===== src/rtl/adc_spi_pkg.sv =====
// Shared types and constants for the ADC/PLL configuration SPI master.
package adc_spi_pkg;

  localparam int SPI_FRAME_W = 16;
  localparam int SPI_RW_BIT  = 15;
  localparam logic SPI_RW_READ = 1'b1;
  localparam int SPI_TURN_BIT = 7;
  localparam int SPI_DIV_W  = 16;
  localparam int SPI_H_W    = SPI_DIV_W + 1;
  localparam int SPI_HALF_W = $clog2(2 * SPI_FRAME_W);

  typedef enum logic [2:0] {
    ST_IDLE,
    ST_SETUP,
    ST_SHIFT,
    ST_HOLD,
    ST_GAP,
    ST_ACK
  } spi_state_e;

  // Index of the SCLK half-period whose closing tick is the falling edge that starts bit b.
  function automatic logic [SPI_HALF_W-1:0] half_before_bit(input int unsigned b);
    return SPI_HALF_W'(2 * (SPI_FRAME_W - 1 - b) - 1);
  endfunction

endpackage


===== src/rtl/adc_spi_clkgen.sv =====
// Half-period tick generator: one-cycle tick every H enabled cycles, restarted on clr_i.
module adc_spi_clkgen
  import adc_spi_pkg::*;
(
  input  logic               clk,
  input  logic               rst,
  input  logic               clr_i,
  input  logic               en_i,
  input  logic [SPI_H_W-1:0] h_i,
  output logic               tick_o
);

  localparam logic [SPI_H_W-1:0] H_ONE = SPI_H_W'(1);

  logic [SPI_H_W-1:0] cnt_q, cnt_d;
  logic               at_end;

  // 17-bit compare so H = 65536 counts the full range before ticking.
  assign at_end = (cnt_q == (h_i - H_ONE));
  assign tick_o = en_i & ~clr_i & at_end;

  always_comb begin
    // NOTE: every always_comb output gets a default first so no path can infer a latch.
    cnt_d = cnt_q;
    if (clr_i) begin
      cnt_d = '0;
    end else if (en_i) begin
      cnt_d = at_end ? '0 : cnt_q + H_ONE;
    end
  end

  // NOTE: state registers use non-blocking assignments so all flops update from pre-edge values.
  always_ff @(posedge clk or posedge rst) begin
    if (rst) begin
      cnt_q <= '0;
    end else begin
      cnt_q <= cnt_d;
    end
  end

endmodule


===== src/rtl/adc_spi3w_master.sv =====
// Single-register read/write SPI master for the ADC/PLL configuration port (3-wire bus).
// Define ADC_SPI_4WIRE_EN to hold spi_dir at 1 and treat spi_in as a dedicated MISO.
module adc_spi3w_master
  import adc_spi_pkg::*;
#(
  parameter int ADDR_W = 7,
  parameter int DATA_W = 8
) (
  input  logic                 clk,
  input  logic                 rst,
  input  logic [SPI_DIV_W-1:0] clk_div_cnt,
  input  logic                 cmd_read,
  input  logic                 cmd_write,
  input  logic [ADDR_W-1:0]    read_addr,
  input  logic [ADDR_W-1:0]    write_addr,
  input  logic [DATA_W-1:0]    write_data,
  output logic                 cmd_read_ack,
  output logic                 cmd_write_ack,
  output logic [DATA_W-1:0]    read_data,
  output logic                 spi_ce,
  output logic                 spi_sclk,
  output logic                 spi_dir,
  output logic                 spi_out,
  input  logic                 spi_in
);

`ifdef ADC_SPI_4WIRE_EN
  localparam logic TURNAROUND_EN = 1'b0;
`else
  localparam logic TURNAROUND_EN = 1'b1;
`endif

  localparam logic [SPI_HALF_W-1:0] HALF_LAST = SPI_HALF_W'(2 * SPI_FRAME_W - 1);
  localparam logic [SPI_HALF_W-1:0] HALF_TURN = half_before_bit(SPI_TURN_BIT);
  localparam logic [SPI_HALF_W-1:0] HALF_ONE  = SPI_HALF_W'(1);
  localparam logic [SPI_H_W-1:0]    H_ONE     = SPI_H_W'(1);

  spi_state_e               state_q, state_d;
  logic [SPI_H_W-1:0]       h_q, h_d;
  logic                     is_read_q, is_read_d;
  logic [SPI_FRAME_W-1:0]   tx_q, tx_d;
  logic [DATA_W-1:0]        rx_q, rx_d;
  logic [DATA_W-1:0]        rdata_q, rdata_d;
  logic [SPI_HALF_W-1:0]    half_q, half_d;
  logic                     ce_q, ce_d;
  logic                     sclk_q, sclk_d;
  logic                     dir_q, dir_d;
  logic                     rd_ack_q, rd_ack_d;
  logic                     wr_ack_q, wr_ack_d;
  logic                     accept;
  logic                     cnt_en;
  logic                     tick;

  assign cnt_en = (state_q != ST_IDLE) && (state_q != ST_ACK);

  adc_spi_clkgen u_clkgen (
    .clk    (clk),
    .rst    (rst),
    .clr_i  (accept),
    .en_i   (cnt_en),
    .h_i    (h_q),
    .tick_o (tick)
  );

  always_comb begin
    state_d   = state_q;
    h_d       = h_q;
    is_read_d = is_read_q;
    tx_d      = tx_q;
    rx_d      = rx_q;
    rdata_d   = rdata_q;
    half_d    = half_q;
    ce_d      = ce_q;
    sclk_d    = sclk_q;
    dir_d     = dir_q;
    rd_ack_d  = 1'b0;
    wr_ack_d  = 1'b0;
    accept    = 1'b0;

    unique case (state_q)
      ST_IDLE: begin
        if (cmd_write || cmd_read) begin
          // A simultaneous read stays pending behind the write.
          accept    = 1'b1;
          is_read_d = ~cmd_write;
          h_d       = {1'b0, clk_div_cnt} + H_ONE;
          tx_d      = cmd_write ? {~SPI_RW_READ, write_addr, write_data}
                                : {SPI_RW_READ, read_addr, {DATA_W{1'b0}}};
          half_d    = '0;
          ce_d      = 1'b0;
          sclk_d    = 1'b0;
          dir_d     = 1'b1;
          state_d   = ST_SETUP;
        end
      end

      ST_SETUP: begin
        if (tick) state_d = ST_SHIFT;
      end

      ST_SHIFT: begin
        if (tick) begin
          if (!half_q[0]) begin
            sclk_d = 1'b1;
            rx_d   = {rx_q[DATA_W-2:0], spi_in};
            half_d = half_q + HALF_ONE;
          end else begin
            sclk_d = 1'b0;
            tx_d   = tx_q << 1;
            if (half_q == HALF_LAST) begin
              dir_d   = 1'b1;
              state_d = ST_HOLD;
            end else begin
              half_d = half_q + HALF_ONE;
              // Hand the data pin to the slave for the data byte of a read.
              if (TURNAROUND_EN && is_read_q && (half_q == HALF_TURN)) dir_d = 1'b0;
            end
          end
        end
      end

      ST_HOLD: begin
        if (tick) begin
          ce_d    = 1'b1;
          state_d = ST_GAP;
        end
      end

      ST_GAP: begin
        if (tick) begin
          state_d = ST_ACK;
          if (is_read_q) begin
            rd_ack_d = 1'b1;
            rdata_d  = rx_q;
          end else begin
            wr_ack_d = 1'b1;
          end
        end
      end

      ST_ACK: begin
        state_d = ST_IDLE;
      end

      default: begin
        state_d = ST_IDLE;
      end
    endcase
  end

  always_ff @(posedge clk or posedge rst) begin
    if (rst) begin
      state_q   <= ST_IDLE;
      h_q       <= H_ONE;
      is_read_q <= 1'b0;
      tx_q      <= '0;
      rx_q      <= '0;
      rdata_q   <= '0;
      half_q    <= '0;
      ce_q      <= 1'b1;
      sclk_q    <= 1'b0;
      dir_q     <= 1'b1;
      rd_ack_q  <= 1'b0;
      wr_ack_q  <= 1'b0;
    end else begin
      state_q   <= state_d;
      h_q       <= h_d;
      is_read_q <= is_read_d;
      tx_q      <= tx_d;
      rx_q      <= rx_d;
      rdata_q   <= rdata_d;
      half_q    <= half_d;
      ce_q      <= ce_d;
      sclk_q    <= sclk_d;
      dir_q     <= dir_d;
      rd_ack_q  <= rd_ack_d;
      wr_ack_q  <= wr_ack_d;
    end
  end

  assign spi_out       = tx_q[SPI_RW_BIT];
  assign spi_ce        = ce_q;
  assign spi_sclk      = sclk_q;
  assign spi_dir       = dir_q;
  assign cmd_read_ack  = rd_ack_q;
  assign cmd_write_ack = wr_ack_q;
  assign read_data     = rdata_q;

endmodule


===== config.mk =====
export PLATFORM = sky130hd
export DESIGN_NAME = adc_spi3w_master
export DESIGN_NICKNAME = d
export VERILOG_FILES = /design/src/rtl/adc_spi_pkg.sv /design/src/rtl/adc_spi_clkgen.sv /design/src/rtl/adc_spi3w_master.sv
export SDC_FILE = /design/constraint.sdc
export NUM_CORES = 1
export LEC_CHECK = 0
export BUFFER_PORTS_ARGS = -buffer_cell sky130_fd_sc_hd__buf_2
export CAP_MARGIN = 30
export CORE_UTILIZATION = 58
export DETAILED_ROUTE_END_ITERATION = 8
export PLACE_DENSITY_LB_ADDON = 0.1
export SLEW_MARGIN = 0
export SYNTH_ARGS = -nofsm -noshare
export SYNTH_HDL_FRONTEND = slang
export SYNTH_SLANG_ARGS = --single-unit

===== constraint.sdc =====
create_clock -name clk -period 3.8 [get_ports clk]
set_input_delay 0.57 -clock clk [delete_from_list [all_inputs] [get_ports clk]]
set_output_delay 0.57 -clock clk [all_outputs]
set_load 0.005 [all_outputs]

==> results of run 1 <==
-- synthesized netlist by cell type, types with 3 or more instances --
cell type / instances / area share [%]
or3_1: 10 / 1.4
nor2_1: 23 / 1.9
nand4_1: 6 / 0.82
xor2_1: 20 / 3.8
mux2_1: 9 / 2.2
dfrtp_1: 77 / 42
nand3_1: 37 / 4.0
nor3b_1: 5 / 0.82
buf_4: 3 / 0.49
or2_2: 3 / 0.41
mux2i_1: 10 / 2.2
buf_2: 3 / 0.33
nor4_1: 4 / 0.55
inv_1: 18 / 1.5
o311ai_0: 6 / 1.1
a21oi_1: 14 / 1.5
and3_1: 5 / 0.68
mux2_2: 23 / 5.6
dfstp_2: 3 / 1.7
xnor2_1: 20 / 3.8
nand3b_1: 3 / 0.49
a21o_1: 4 / 0.65
o21ai_0: 34 / 3.7
clkbuf_1: 15 / 1.2
nor3_1: 9 / 0.98
ha_1: 6 / 1.6
nand2_1: 74 / 6.1
-- cell usage in the layout, fill, tap and decap left out, types with 2 or more instances in the layout --
cell        n
ha_1        6
inv_1      17
xor2_1     20
a21o_1      4
nand2_1    74
nor2_1     23
and3_1      5
nor3_1      9
o21bai_1    2
inv_6       2
or3_1      10
o311ai_0    6
a22o_1      2
buf_2      56
bufinv_16   3
a21oi_1    14
mux2_2     23
or4b_4      2
nor3b_1     5
xnor2_1    20
nor4_1      4
o211ai_1    2
clkbuf_8    9
nor4_2      2
dfstp_2     3
nand4_1     6
o21ai_0    33
a211oi_1    2
o31ai_1     2
nor4_4      2
mux2i_1    10
or2_2       3
buf_4       8
or4_1       2
mux2_1      9
nand3b_1    3
dfrtp_1    77
nand3_1    37
-- flip-flops by register name, summed over array words and instances, names as in the netlist --
name and count:
tx_q 16, state_q 3, is_read_q 1, cmd_write_ack 1
spi_sclk 1, u_clkgen.cnt_q 17, half_q 5, read_data 8
rx_q 8, h_q 17, spi_dir 1, cmd_read_ack 1
spi_ce 1
-- metrics by stage --
| stage | total power (W) | hold slack (ns) | cells | utilization, % | area (sq um) |
|---|---|---|---|---|---|
| global placement | 0.000940 | 0.458 | 627 | 64.6 | 4970 |
| global route | 0.00173 | 0.347 | 642 | 67.7 | 5210 |
| CTS | 0.00170 | 0.316 | 642 | 67.7 | 5210 |
| detailed placement | 0.000942 | 0.462 | 627 | 64.6 | 4970 |
| floorplan | 0.000905 | 0.440 | 483 | - | 4590 |
| finish | 0.00168 | 0.301 | 642 | 67.7 | 5210 |
-- metal layers --
layer / GRT usage, % / up-vias / wire (microns)
met5: 0 / - / 0
met4: 8.86 / 0 / 157
met3: 3.60 / 16 / 369
met2: 35.1 / 92 / 4050
met1: 35.0 / 1725 / 4620
li1: - / 1814 / -
-- logic make-up (layout without fill, tap and decap cells) --
kind of cell | after synthesis | count (layout) | synth area share (%)
flops | 80 | 80 | 43.7
mux | 42 | 42 | 10.0
fa+ha+maj | 6 | 6 | 1.64
compound gates | 81 | 81 | 11.4
simple gates | 193 | 193 | 21.7
buf+inv | 41 | 98 | 3.93
xor+xnor | 40 | 40 | 7.63
-- worst min path at each step --
stage	endpoint	slack, ns	from
2_1_floorplan	half_q[3]$_DFFE_PP0P_	0.44	half_q[3]$_DFFE_PP0P_
3_3_place_gp	half_q[3]$_DFFE_PP0P_	0.46	half_q[3]$_DFFE_PP0P_
3_5_place_dp	half_q[3]$_DFFE_PP0P_	0.46	half_q[3]$_DFFE_PP0P_
4_1_cts	h_q[2]$_DFFE_PP0P_	0.32	rst
5_1_grt	h_q[2]$_DFFE_PP0P_	0.35	rst
6_report	h_q[2]$_DFFE_PP0P_	0.30	rst
-- cell type report --
class                           count  area (sq um)
Tap cell                          102           128
Sequential cell                    80          2010
Clock inverter                      6           115
Inverter                           18          67.6
Timing Repair Buffer               65           360
Multi-Input combinational cell    362          2410
Fill cell                         635          2480
Clock buffer                        9           124
-- power by group through the flow --
stage / Sequential (W) / Clock (W) / Combinational, W
after global placement: 0.000868 / 0 / 0.0000716
after CTS: 0.000851 / 0.000770 / 0.0000736
after detailed placement: 0.000868 / 0 / 0.0000736
final: 0.000851 / 0.000756 / 0.0000716
after floorplan: 0.000868 / 0 / 0.0000363
after global routing: 0.000852 / 0.000799 / 0.0000823
==> impl.org, run 1 <==
** Floorplanning
- Pin placement for this block handled 57 I/O pins.
- Floorplan core area :: 7690 sq um
- Measured along the x axis, the die boundary spans 91.0 microns.
- Row count :: 32
- Once the floorplan was initialized, standard cells occupied 59.7% of the core.
- Die footprint :: 8270 sq um
- The die is 91.0 microns tall.

** Logic synthesis
- Warnings, synthesis :: 0
- Counting distinct cell types in the post-synthesis netlist gives 57.
- A synthesized cell averages 9.50 sq um.
- Number of enable flip-flop cells after synthesis :: 0
- The synthesized netlist occupies a cell area of 4590 sq um.
- Async S/R FF share, synth :: 100%
- Dominant synthesized flop cell :: dfrtp_1
- For this run, the register share of the synthesized area comes to 43.7%.
- Synthesis produced a netlist with a net count of 532.
- The cell count after synthesis came out at 483.
- In this run, synthesis produced a sequential element count of 80.

** Layout
- Area growth from synthesis to final layout :: 13.5%
- Layout net count :: 585
- Of the cells placed in the final design, the portion with a size suffix greater than 1 is 22.4%.
- The repair_antennas step left the layout with diodes totalling 0.

** Route
- Antenna-violating nets left :: 0
- In this run, the number of DRC markers left after iteration 0 of detailed routing was 230.
- The routed layout has 3647 vias.
- Post-DR vias/cell :: 5.68
- The first TritonRoute pass finished after 4 iterations.
- After detailed routing, the number of remaining DRC violations is 0.
- After detailed routing, the total wire length is 9.20 mm.
- Post-detailed-route wirelength per cell :: 14.3 microns

** Worst setup path
- Of all nets on the critical path, the largest fanout is 16.
- Worst setup path startpoint :: h_q[1]$_DFFE_PP0P_
- Broken down by cell family, the worst path's largest delay share belongs to simple AND/OR/NAND/NOR gates.
- At the worst endpoint, the required time is 4.05 ns.
- The worst setup path is captured at a register.
- The largest individual stage delay along the critical path comes from the cell or4b_4.
- The worst setup path is launched from a register.
- Reg-to-reg endpoint :: tx_q[15]$_DFFE_PP0P_
- Classification of the worst setup path :: register to register
- Crit path DAT :: 3.78 ns
- The critical path contains buffers and inverters numbering 2 combined.
- The worst register-to-register path has a depth of 11.
- Capturing instance or port of the critical path :: tx_q[15]$_DFFE_PP0P_
- Launch point of the worst reg-to-reg path :: h_q[1]$_DFFE_PP0P_
- Chain of cells forming the critical path :: inv_1 -> ha_1 -> or4b_4 -> nor4_2 -> o2111ai_1 -> a221oi_2 -> nand4_1 -> nor4_4 -> a21bo_1 -> buf_4 -> mux2_2
- Setup slack on the worst reg-to-reg path comes out at 0.27 ns.
- In this design, the stage delay of the slowest critical-path cell is 0.54 ns.
- Critical path depth in cells :: 11

** Clocking
- CTS placed an instance of clkbuf_8 at the clock tree root.
- The tree built by TritonCTS fans out to 80 sinks.
- Max Buffers Root-to-Sink :: 2
- Worst-path clk slew :: 0.09 ns
- Post-CTS setup buffer count :: 0
- In this run, CTS created clock tree buffers numbering 9.
- Resized cells post-CTS :: 0
- CTS tree :: built
- Post-CTS Hold Fix Bufs :: 0
- H-tree Lvls :: 3
- Clock latency on the worst-skew pair, taken at its later pin, is 0.35 ns.

** Global route
- The number of antenna violations at the first check in global routing came to 0.
- Wire length of the first global-routing pass :: 15.6 mm
- The via count of the first global-routing pass is 3284.
- Global routing finished with a remaining overflow of 0.
- Maximum number of pins on one net before global-route repair :: 52
- Global-route total usage across every layer :: 23.6%

** Timing
- Final-report setup violation count :: 0
- Remaining max-slew budget at the tightest pin :: 57.7%
- Final hold viol count :: 0
- Highest clock frequency the design can meet :: 284 MHz
- In the post-route analysis, the smallest setup slack over all paths is 0.273 ns.
- After layout, the worst path uses 92.8% of the clock period.
- Setup repair after global routing left no endpoint under its margin.
- Final total negative setup slack :: 0 ns
- For the pin with the worst max-slew slack, the measured transition is 0.633 ns.
- Clock skew on the completed layout was measured at 0.0164 ns.
- Minimum clock period :: 3.53 ns
- Slew Viols, Final :: 0

** Place
- Number of input and output port buffers inserted :: 56
- HPWL after detailed placement :: 6.66 mm
- Dpl ws :: 0.289 ns
- The congestion estimate from routability-driven global placement came to 1.01.

** Power and ir drop
- Peak ir drop on the vdd network :: 0.194 mV
- Proportion of power drawn by combinational gates :: 4.3%
- Switching part of the total power :: 21.4%
- The internal portion of the total power is 0.00132 W.
- Power spread over the standard cell area amounts to 322 nW/um^2.
- P_leak :: 2.47 nW
- Clock power share :: 45.0%
- NetSw :: 0.000359 W
- Sequential cells burn 50.7% of the power.

** Job
- Max-cap violations in this run came to 0.

** Hold path
- In this run the worst hold path is classified as input port to asynchronous set/reset pin.

** Status
- Result of the run :: finished, final reports clean
No activity file was read; power rests on OpenSTA's default activity.
==> run 2: changes to the inputs <==
Settings changed: CORE_UTILIZATION 58 to 59, MAX_ROUTING_LAYER set to met4.
Clock period 3.8 ns to 4.44 ns, I/O delays scaled along.
==> impl.org, run 2 (synthesized netlist as in run 1, its figures left out) <==
** Power and ir drop
- The analysis attributes to cell leakage a power of 2.43 nW.
- Power density over cell area :: 252 nW/um^2
- The worst-case IR drop observed on VDD is 0.198 mV.

** Global route
- In the global route stage, met2 resource usage came out at 37.5%.
- Global routing used 25.1% of the available tracks.
- Met1 layer usage reported by global route :: 35.1%
- Global routing consumed, on the met3 layer, 3.98% of the routing resources.
- GRT busiest layer :: met2
- Entering global routing, the biggest net connects 41 pins.
- Via count of the first global-routing pass :: 3467
- Initial antenna violation count :: 0
- Wire length of the first global-routing pass :: 16.0 mm
- The total overflow left after global routing is 0.

** Worst setup path
- CP startpoint kind :: register
- CP Max Fanout :: 16
- Chain of cells forming the critical path :: inv_1 -> ha_1 -> or4b_4 -> nor4_2 -> o2111ai_1 -> a221oi_2 -> nand4_1 -> nor4_4 -> a21bo_1 -> mux2_2
- The slowest stage of the critical path belongs to the cell a21bo_1.
- Classification of the worst setup path :: register to register
- In this run the register-to-register setup slack is 0.68 ns.
- For the worst flop-to-flop path, the logic depth is 10.
- Following the worst setup path forward leads to its endpoint at tx_q[3]$_DFFE_PP0P_.
- In this run the worst setup path begins at h_q[1]$_DFFE_PP0P_.
- Crit path DAT :: 3.99 ns
- In this run the critical register-to-register path is launched from h_q[1]$_DFFE_PP0P_.
- Worst Setup End Kind :: register
- Reg-to-reg endpoint :: tx_q[3]$_DFFE_PP0P_
- Critical path depth in cells :: 10
- Counting both buffers and inverters, the worst setup path holds a total of 1.
- Worst path required time :: 4.67 ns
- Crit path max-delay family :: simple AND/OR/NAND/NOR gates
- Largest stage delay, worst path :: 0.57 ns

** Timing
- At the pin with the least slew margin, the transition time is 0.732 ns.
- Post-route fraction of the period consumed by the critical path :: 84.6%
- Headroom to the max-slew limit came out at 51.0%.
- Setup slack closes at 0.683 ns.
- Final-report setup violation count :: 0
- Highest clock frequency the design can meet :: 266 MHz
- Minimum clock period :: 3.76 ns
- The count of endpoints failing hold in the final timing report came to 0.
- Hold timing on the final database bottoms out at a slack of 0.342 ns.
- Unrepaired setup endpoints after global routing :: false
- Slew Viols, Final :: 0
- On the final layout, the worst clock skew is 0.0137 ns.
- After routing, the total negative slack on setup checks comes to 0 ns.

** Layout
- Fin cells :: 638
- Most common library cell in the layout ignoring fill and taps :: dfrtp_1
- Layout cells sized above 1 :: 22.3%
- The repair_antennas step left the layout with diodes totalling 0.
- Layout net count :: 583
- The largest registers in the layout are h_q (17), u_clkgen.cnt_q (17), tx_q (16).
- Area growth from synthesis to final layout :: 12.0%
- Fill cells in the final layout number 573.
- Commonest cells after routing, fill and taps aside :: 77 x dfrtp_1, 74 x nand2_1, 56 x buf_2

** Route
- Antenna-violating nets left :: 0
- In the routed design, unresolved DRC markers number 0.
- Dividing the detail-routed wire length by the instance count gives 14.7 microns.
- Before antenna repair, the detailed router went through 6 iterations.
- The routed design has 9.38 mm of wire.
- Post-DR vias/cell :: 5.76
- Drt first-iter violations :: 215
- Detailed routing inserted a total of 3678 vias.

** Floorplanning
- Chip Height :: 90.2 microns
- I/O pin count :: 57
- Die footprint :: 8140 sq um
- Initial cell density of the core :: 62.3%
- Measured along the x axis, the die boundary spans 90.2 microns.
- The total area inside the core boundary comes to 7370 sq um.
- Row generation in the floorplan step produced 31 rows.

** Clocking
- Resized cells post-CTS :: 0
- Clock insertion delay at the later pin of the skew report :: 0.35 ns
- CTS placed an instance of clkbuf_8 at the clock tree root.
- TritonCTS built the clock tree.
- The H-tree was split into 3 levels.
- Sink count of the clock tree :: 80
- Worst-path clk slew :: 0.08 ns
- TritonCTS created 9 clock buffers.
- The clock passes through at most 2 buffers.
- Post-CTS Hold Fix Bufs :: 0
- The number of setup buffers added after CTS is 0.

** Place
- Dpl ws :: 0.678 ns
- Placed instance count :: 622
- Number of input and output port buffers inserted :: 56
- The congestion estimate from routability-driven global placement came to 0.964.
- Summed over all nets, the half-perimeter wirelength after detailed placement is 6.90 mm.

** Hold path
- Class of the tightest hold or removal check :: input port to asynchronous set/reset pin

** Status
- The flow ran to the end, and the final reports show no timing, DRC or antenna violations.

** Job
- The tool flagged a number of max-cap violations equal to 0.
==> run 2: cell type report <==
class / count / area (sq um) / share of cell area [%]
Clock buffer: 10 / 138 / 2.68
Clock inverter: 6 / 51.3 / 0.998
Inverter: 18 / 67.6 / 1.31
Multi-Input combinational cell: 362 / 2410 / 46.8
Sequential cell: 80 / 2010 / 39.0
Tap cell: 99 / 124 / 2.41
Timing Repair Buffer: 63 / 345 / 6.72
==> run 2: report_power, final <==
group          internal (W)  total [W]  leakage [nW]  switching, W
clock network      0.000225   0.000502        0.0870      0.000277
registers          0.000728   0.000729          1.01   0.000000322
logic             0.0000269  0.0000625          1.33     0.0000356
total              0.000980    0.00129          2.43      0.000313
==> run 2: worst min-delay path by stage <==
| stage | endpoint | depth (start not counted) | from |
|---|---|---|---|
| after floorplan | half_q[3]$_DFFE_PP0P_ | 1 | half_q[3]$_DFFE_PP0P_ |
| after global placement | half_q[3]$_DFFE_PP0P_ | 1 | half_q[3]$_DFFE_PP0P_ |
| after detailed placement | spi_ce$_DFFE_PP1P_ | 2 | spi_ce$_DFFE_PP1P_ |
| after CTS | rx_q[1]$_DFFE_PP0P_ | 2 | rst |
| after global routing | rx_q[6]$_DFFE_PP0P_ | 2 | rst |
| final | read_data[0]$_DFFE_PP0P_ | 2 | rst |
==> run 2: routing by layer <==
| layer | part of all wire [%] | up-vias |
|---|---|---|
| li1 | - | 1809 |
| met1 | 48 | 1755 |
| met2 | 45 | 100 |
| met3 | 4.9 | 14 |
| met4 | 1.6 | 0 |
| met5 | 0 | - |
==> run 2: through the flow <==
step                      instance area [sq um]  utilization [%]  power, W
after global placement                     4930             66.9  0.000803
after global routing                       5140             69.7   0.00135
after floorplan                            4590                -  0.000774
after CTS                                  5140             69.7   0.00131
after detailed placement                   4950             67.2  0.000807
final                                      5140             69.7   0.00129
==> run 3: changes to the inputs <==
Settings changed: CORE_UTILIZATION 59 to 58.
Clock period 4.44 ns to 3.8 ns, I/O delays scaled along.
==> impl.org, run 3 (synthesized netlist as in run 1, its figures left out) <==
** Place
- The congestion estimate from routability-driven global placement came to 0.946.
- Number of input and output port buffers inserted :: 56
- Dpl ws :: 0.291 ns
- Once detailed placement completed, the half-perimeter wirelength came to 6.73 mm.

** Worst setup path
- Worst-path cell with the longest stage delay :: or4b_4
- CP Max Fanout :: 16
- Crit path DAT :: 3.79 ns
- STA classifies the critical path startpoint as a register.
- Data on the critical path is required at its endpoint by 4.05 ns.
- The critical path contains buffers and inverters numbering 2 combined.
- Worst Setup End Kind :: register
- Classification of the worst setup path :: register to register
- In this design, the largest share of critical-path delay is due to simple AND/OR/NAND/NOR gates.
- In this run the critical register-to-register path is launched from h_q[1]$_DFFE_PP0P_.
- Walking the worst path, the cells encountered are inv_1 -> ha_1 -> or4b_4 -> nor4_2 -> o2111ai_1 -> a221oi_2 -> nand4_1 -> nor4_4 -> a21bo_1 -> buf_4 -> mux2_2.
- Path depth of the worst reg2reg path :: 11
- Largest stage delay, worst path :: 0.54 ns
- Across all register-to-register paths, the minimum setup slack is 0.26 ns.
- In this run the critical register-to-register path is captured at tx_q[2]$_DFFE_PP0P_.

** Layout
- Cells fill 67.3% of the core in the end.
- Relative to the synthesized area, the layout overhead comes to 12.7%.
- The number of antenna diodes in the final layout is 0.
- Layout cells sized above 1 :: 22.6%
- The library cell used most frequently in the layout, excluding fill and tap cells, is dfrtp_1.
- The library cells used most frequently in the layout, excluding fill and tap cells, are 77 x dfrtp_1, 74 x nand2_1, 56 x buf_2.
- Layout net count :: 585
- Largest registers :: h_q (17), u_clkgen.cnt_q (17), tx_q (16)

** Power and ir drop
- In this run, the combinational gates consume 4.6% of the power.
- Total Power :: 0.00156 W
- Net switching is 23.7% of the power.
- Clock power share :: 40.9%
- The internal portion of the total power is 0.00119 W.
- Peak ir drop on the vdd network :: 0.263 mV
- Sequential power share :: 54.5%
- Summed over all nets, the switching power comes to 0.000371 W.
- In this run the power density over the cells is 302 nW/um^2.
- P_leak :: 2.46 nW

** Timing
- Setup repair after global routing left no endpoint under its margin.
- Slew Viols, Final :: 0
- At the pin with the least slew margin, the transition time is 0.651 ns.
- For the final routed database, the setup TNS stands at 0 ns.
- Minimum clock period :: 3.54 ns
- Highest clock frequency the design can meet :: 283 MHz
- The count of endpoints failing hold in the final timing report was 0.
- Dividing the final minimum period by the clock period gives 93.1%.
- After layout, the worst setup slack is 0.261 ns.
- Final-report setup violation count :: 0
- Headroom to the max-slew limit came out at 56.6%.
- Between clock sinks in the finished design, the worst skew comes to 0.0134 ns.

** Clocking
- CTS built an H-tree with a depth of 3.
- Clock insertion delay at the later pin of the skew report :: 0.37 ns
- Buffers inserted during clock tree synthesis total 9.
- Max Buffers Root-to-Sink :: 2
- TritonCTS built the clock tree.
- Library cell used as clock root buffer :: clkbuf_8
- Post-CTS Hold Fix Bufs :: 0
- Buffers added to address setup during post-CTS repair amount to 0.
- Sink count of the clock tree :: 80
- Worst-path clk slew :: 0.09 ns
- Gates resized during post-CTS repair numbered 0.

** Floorplanning
- The die is 91.0 microns wide.
- In this run the count of I/O pins placed on the die edge is 57.
- Chip Height :: 91.0 microns
- Initial cell density of the core :: 59.7%
- Floorplan core area :: 7690 sq um
- Row generation in the floorplan step produced 32 rows.
- The floorplan step defined a die boundary enclosing 8270 sq um.

** Global route
- Initial antenna violation count :: 0
- Via count of the first global-routing pass :: 3477
- Maximum number of pins on one net before global-route repair :: 51
- Residual overflow from global routing :: 0
- The first global-routing pass estimated 16.3 mm of wire.
- Global-route total usage across every layer :: 25.6%

** Route
- Routed Wire Length :: 9.43 mm
- The first TritonRoute pass finished after 6 iterations.
- Drt first-iter violations :: 192
- In the routed layout, each cell is associated on average with a via count of 5.68.
- After detailed routing, the number of remaining DRC violations is 0.
- Post-detailed-route wirelength per cell :: 14.7 microns
- Vias post-DR :: 3655
- Antenna-violating nets left :: 0

** Hold path
- Class of the tightest hold or removal check :: input port to asynchronous set/reset pin

** Job
- Max-cap violations in this run came to 0.

** Status
- Result of the run :: finished, final reports clean
==> run 3: changes by cell type in the layout (fill, tap and decap cells not counted), sizes merged <==
cell      change
clkbuf        -1
clkinv        +3
bufinv        +1
buf           +2
clkinvlp      -3
==> run 3: layer usage <==
metal,vias up,global-route usage [%],wire length (microns)
met4,0,9.39,136
met1,1731,36.2,4480
li1,1817,-,-
met3,10,4.19,505
met5,-,-,0
met2,97,37.4,4310
==> run 3: cell type report <==
cell class                      instances  area, sq um
Timing Repair Buffer                   65          360
Sequential cell                        80         2010
Inverter                               18         67.6
Clock buffer                            9          124
Multi-Input combinational cell        362         2410
Clock inverter                          7         78.8
Tap cell                              102          128
Fill cell                             662         2520
==> run 3: how the worst max path moves through the flow <==
stage,startpoint,end,slack [ns],depth (start not counted)
global placement,h_q[1]$_DFFE_PP0P_,tx_q[3]$_DFFE_PP0P_,0.43,11
global route,h_q[1]$_DFFE_PP0P_,tx_q[2]$_DFFE_PP0P_,0.03,11
CTS,h_q[1]$_DFFE_PP0P_,tx_q[2]$_DFFE_PP0P_,0.28,11
finish,h_q[1]$_DFFE_PP0P_,tx_q[2]$_DFFE_PP0P_,0.26,11
detailed placement,h_q[1]$_DFFE_PP0P_,tx_q[5]$_DFFE_PP0P_,0.29,11
floorplan,h_q[1]$_DFFE_PP0P_,tx_q[10]$_DFFE_PP0P_,0.56,12
==> run 3: power by group through the flow <==
stage	Sequential, W	Combinational [W]	Clock, W
2_1_floorplan	0.000868	0.0000363	0
3_5_place_dp	0.000868	0.0000736	0
4_1_cts	0.000852	0.0000740	0.000654
5_1_grt	0.000852	0.0000827	0.000690
6_report	0.000851	0.0000719	0.000640
3_3_place_gp	0.000868	0.0000718	0
==> run 3: stage by stage <==
step	instance area (sq um)	std cells	hold slack (ns)
after floorplan	4590	483	0.440
after global placement	4970	627	0.459
after detailed placement	4970	627	0.468
after CTS	5170	643	0.319
after global routing	5170	643	0.357
final	5170	643	0.298
==> run 3: worst register-to-register path, stage by stage (launching register included) <==
cell	delay, ns
dfrtp_1	0.41
inv_1	0.06
ha_1	0.26
or4b_4	0.54
nor4_2	0.24
o2111ai_1	0.18
a221oi_2	0.22
nand4_1	0.30
nor4_4	0.46
a21bo_1	0.17
buf_4	0.23
mux2_2	0.36
